`src/rtl/e203_tohost_mbox.sv`:
```
// e203_tohost_mbox: ICB "tohost" mailbox that captures the test result, freezes the
// cycle/instruction counters at test end and raises sticky done/pass/fail flags.
// Optional watchdog: define E203_TOHOST_TIMEOUT_EN to fail the test after TIMEOUT_CYC cycles.
module e203_tohost_mbox #(
    parameter int          AW          = 12,
    parameter int          CNT_W       = 32,
    parameter logic [31:0] TIMEOUT_CYC = 32'd10000000
) (
    input  logic          hfclk,
    input  logic          rst_n,
    input  logic          icb_cmd_valid,
    output logic          icb_cmd_ready,
    input  logic [AW-1:0] icb_cmd_addr,
    input  logic          icb_cmd_read,
    input  logic [31:0]   icb_cmd_wdata,
    input  logic [3:0]    icb_cmd_wmask,
    output logic          icb_rsp_valid,
    input  logic          icb_rsp_ready,
    output logic [31:0]   icb_rsp_rdata,
    output logic          icb_rsp_err,
    input  logic          cmt_valid,
    output logic          test_done,
    output logic          test_pass,
    output logic          test_fail
);
    localparam int IW = AW - 2;
    typedef enum logic [1:0] {IDLE, RUN, DONE} state_t;
    state_t           state;
    logic [31:0]      tohost;
    logic [CNT_W-1:0] cyc_cnt, ins_cnt, wr_cnt, cyc_nxt;
    logic             timeout;
    logic [IW-1:0]    idx;
    logic             cmd_hs, wr, err, wr_ok, term, cyc_inc, ins_inc, tmo_hit;
    logic [31:0]      rdata;
    logic             unused_bits;

    assign icb_cmd_ready = ~icb_rsp_valid | icb_rsp_ready;
    assign cmd_hs        = icb_cmd_valid & icb_cmd_ready;
    assign idx           = icb_cmd_addr[AW-1:2];

    // Decode the command, classify errors, pick read data and the counter/terminate conditions
    always_comb begin
        wr      = ~icb_cmd_read;
        err     = (idx > IW'(4)) | (wr & ((idx != '0) | (icb_cmd_wmask != 4'hF)));
        rdata   = (err | wr)      ? 32'h0 :
                  (idx == IW'(0)) ? tohost :
                  (idx == IW'(1)) ? 32'(cyc_cnt) :
                  (idx == IW'(2)) ? 32'(ins_cnt) :
                  (idx == IW'(3)) ? {28'h0, timeout, test_fail, test_pass, test_done} :
                                    32'(wr_cnt);
        wr_ok   = cmd_hs & wr & ~err;
        term    = wr_ok & icb_cmd_wdata[0] & (state == RUN);
        cyc_inc = (state == RUN) | ((state == IDLE) & cmt_valid);
        ins_inc = cmt_valid & (state != DONE);
        cyc_nxt = (cyc_inc && !(&cyc_cnt)) ? cyc_cnt + CNT_W'(1) : cyc_cnt;
`ifdef E203_TOHOST_TIMEOUT_EN
        tmo_hit = (state == RUN) & (cyc_nxt == CNT_W'(TIMEOUT_CYC)) & ~term;
`else
        tmo_hit = 1'b0;
`endif
    end

`ifdef E203_TOHOST_TIMEOUT_EN
    assign unused_bits = ^icb_cmd_addr[1:0];
`else
    assign unused_bits = ^{icb_cmd_addr[1:0], TIMEOUT_CYC};
`endif

    // Test-state FSM with the stored result and sticky flags; the result freezes once DONE
    always_ff @(posedge hfclk or negedge rst_n) begin
        if (!rst_n) begin
            state     <= IDLE;
            tohost    <= 32'h0;
            test_done <= 1'b0;
            test_pass <= 1'b0;
            test_fail <= 1'b0;
            timeout   <= 1'b0;
        end else begin
            if (wr_ok && state != DONE) tohost <= icb_cmd_wdata;
            if (state == IDLE && cmt_valid) state <= RUN;
            if (term) begin
                state     <= DONE;
                test_done <= 1'b1;
                test_pass <= (icb_cmd_wdata == 32'h1);
                test_fail <= (icb_cmd_wdata != 32'h1);
            end else if (tmo_hit) begin
                state     <= DONE;
                test_done <= 1'b1;
                test_fail <= 1'b1;
                timeout   <= 1'b1;
            end
        end
    end

    // Saturating counters: cycles in RUN, commits until DONE, every accepted TOHOST write
    always_ff @(posedge hfclk or negedge rst_n) begin
        if (!rst_n) begin
            cyc_cnt <= '0;
            ins_cnt <= '0;
            wr_cnt  <= '0;
        end else begin
            cyc_cnt <= cyc_nxt;
            ins_cnt <= (ins_inc && !(&ins_cnt)) ? ins_cnt + CNT_W'(1) : ins_cnt;
            wr_cnt  <= (wr_ok && !(&wr_cnt)) ? wr_cnt + CNT_W'(1) : wr_cnt;
        end
    end

    // Single-entry response register, held stable until the master takes it
    always_ff @(posedge hfclk or negedge rst_n) begin
        if (!rst_n) begin
            icb_rsp_valid <= 1'b0;
            icb_rsp_rdata <= 32'h0;
            icb_rsp_err   <= 1'b0;
        end else if (cmd_hs) begin
            icb_rsp_valid <= 1'b1;
            icb_rsp_rdata <= rdata;
            icb_rsp_err   <= err;
        end else if (icb_rsp_ready) begin
            icb_rsp_valid <= 1'b0;
        end
    end
endmodule

```
`config.mk`:
```
export PLATFORM = sky130hd
export DESIGN_NAME = e203_tohost_mbox
export DESIGN_NICKNAME = d
export VERILOG_FILES = /design/src/rtl/e203_tohost_mbox.sv
export SDC_FILE = /design/constraint.sdc
export NUM_CORES = 1
export LEC_CHECK = 0
export ABC_CLOCK_PERIOD_IN_PS = 3000
export CORE_UTILIZATION = 30
export DETAILED_ROUTE_END_ITERATION = 8
export MAX_ROUTING_LAYER = met4
export PLACE_DENSITY = 0.46
export RECOVER_POWER = 100
export SETUP_SLACK_MARGIN = 0.1
export SLEW_MARGIN = 20
export SYNTH_ARGS = -nofsm -noshare
export SYNTH_HDL_FRONTEND = slang
export SYNTH_SLANG_ARGS = --single-unit
```
`constraint.sdc`:
```
create_clock -name hfclk -period 3 [get_ports hfclk]
set_input_delay 0.45 -clock hfclk [delete_from_list [all_inputs] [get_ports hfclk]]
set_output_delay 0.45 -clock hfclk [all_outputs]
set_load 0.01 [all_outputs]
```
==> run metrics <==
status=finished with violations; failing checks=capacitance limit, slew limit; Synth Flop Type=dfrtp_1; CTS clk-pin slew, worst paths=about 0.060 ns; DP HPWL=around 18000 µm; CP max FO=13; IR Drop Worst-Case VDD=0.2804 mV; chip height=between 150 and 200 µm; core area=approximately 29000 µm²; Detailed Route WL=25080 µm; GRT Overall Usage=~18%; clock skew=approximately 0.011 ns; syn_area_per_cell=9.911 µm²; gr ovfl total=0; Remaining DRCs=0; Final Hold Violating Endpoints=0; Final Hold Slack=approximately 0.46 ns; share of the synthesized area in the top cell type=a little under half; diode count=0; CTS Hold Bufs=0; period utilisation layout=around 90%; HP Class=reg2reg; crit path setup slack, layout=0.3391 ns; final setup violation count=0; Vias per Instance=a little over 5; Cells after Synth=880; clk_lat worst skew=0.42 ns; Yosys cell types=52; Layout Nets=1033; Final Max Slew Viols=65; CTS Sinks=167; initial antenna violation count=0; post-CTS setup buffer count=0; CTS H-tree depth=4; Area contributors post-synth=dfrtp_1, xnor2_1, mux2_2; pre-CTS WS=0.1896 ns; Met3 Wirelength=806 µm; ys async rst share=100.0%; most frequent cells in the layout=dfrtp_1, nand2_1, o21ai_0; boundary pin count=roughly 90; setup_tns=0 ns; die area=slightly below 30000 µm²; detailed-route via count=6915; crit end category=flip-flop; Syn-to-layout area delta=22.67%; fraction of layout cells with a size suffix above 1=between 10% and 20%; Max Clk Rate=375.8 MHz; Synth Cell Area=between 8000 and 9000 µm²; Synth area leader=dfrtp_1; Pre-antenna DRT Iters=5; Relative slew margins=-18.09%; RSZ-0062 raised after global routing=false; Metal-1 WL=roughly 13000 µm; Worst EP arrival=approximately 3.0 ns; via count of the first global-routing pass=around 6600; WL met2=10820 µm; final core occ=about 37%; CTS tree=yes; syn nets=approximately 940; register bit total from synthesis=~170; Starting Density=between 30% and 40%; Setup crit start kind=flip-flop; min cycle time layout=2.661 ns; commonest non-fill, non-tap cell in the layout=dfrtp_1; EDFF count, synth=0; highest metal used=met4; die width=around 170 µm; Routability Congestion=around 0.84; first-pass GRT wire length=approximately 40000 µm; maxcap violations=1; CTS Root Cell=clkbuf_16; pwr/cell area=between 500 and 600 nW/µm²; final non-filler cell area=between 10000 and 15000 µm²; worst slew pin tran=1.771 ns; row count=a little over 60; Synthesis Warnings=0; leak pwr=~4.6 nW; placed instance area=10170 µm²; pin count of the biggest net entering global routing=66; DRT antenna net count=0; critical path type=reg2reg; Clock Path Buffers=2; TritonCTS buffer count=17; number of DRC markers in iteration 0=504; cts repair resizes=0; Seq/Total Area, Yosys=between 40% and 50%; IO buf count=between 80 and 90; wire per inst=18.28 µm; Crit path required time=about 3.3 ns
## metal layers
layer | up-vias | GRT usage, %
met4 | 0 | 4.576
met5 | - | -
met2 | 159 | 25.13
met3 | 22 | 2.741
met1 | 3371 | 26.24
li1 | 3363 | -
## power breakdown
| part | internal (mW) | switching, mW |
|---|---|---|
| clock network | 1.44 | 0.932 |
| logic | 0.238 | 0.295 |
| registers | 2.36 | 0.141 |
| total | 4.03 | 1.37 |
## critical path, cell delays in order (launching register included)
cell and delay [ns]:
dfrtp_1 0.51, nand3_1 0.16, or4_1 0.58, or4_1 0.63
clkbuf_1 0.35, nand4b_1 0.23, xnor2_1 0.13
## path summary, 6_finish.rpt
check / from / endpoint / slack (ns) / cells after the start
max: wr_cnt[15] / wr_cnt[20] / 0.34 / 6
max reg2reg: wr_cnt[15] / wr_cnt[20] / 0.34 / 6
min: icb_rsp_rdata[19] / icb_rsp_rdata[19] / 0.46 / 2
min in group asynchronous: rst_n / wr_cnt[2] / 0.47 / 1
max in group asynchronous: rst_n / ins_cnt[8] / 0.89 / 2
min reg2reg: icb_rsp_rdata[19] / icb_rsp_rdata[19] / 0.46 / 2
## layout make-up
class	count	area [µm²]
tap	384	480.5
multi-input combinational	653	4252
clock buffer	20	456.7
sequential	167	4179
inverter	13	48.80
clock inverter	11	172.7
fill	2901	17930
timing repair buffer	124	1110
## flip-flops by register name, summed over array words and instances (netlist names)
name	cells
test_done	1
ins_cnt	32
icb_rsp_valid	1
state	2
icb_rsp_rdata	32
test_fail	1
wr_cnt	32
icb_rsp_err	1
cyc_cnt	32
test_pass	1
tohost	32
## stage by stage
| stage | total power [mW] | cells |
|---|---|---|
| final | 5.401 | 1372 |
| after detailed placement | 3.083 | 1341 |
| after floorplan | 2.799 | 880 |
| after global routing | 5.641 | 1372 |
| after global placement | 3.079 | 1341 |
| after CTS | 5.471 | 1372 |
## cell families after synthesis
logic type,count (synthesis),synth area share (%)
XOR/XNOR,86,8.636
AND/OR/NAND/NOR,358,21.88
buffers and inverters,60,3.027
multiplexers,72,9.224
adder cells (fa/ha/maj),3,0.4304
AO/OA/AOI/OAI,134,8.894
flip-flops,167,47.91
## synthesized netlist by cell type (24+ instances only)
library cell / instances
a21oi_1: 32
clkbuf_1: 31
dfrtp_1: 167
mux2_2: 36
mux2i_1: 32
nand2_1: 90
nand3_1: 50
nand4_1: 40
nor2_1: 48
nor3_1: 24
o21ai_0: 78
xnor2_1: 55
xor2_1: 31
Note: power is estimated with default switching activity, not from simulation.
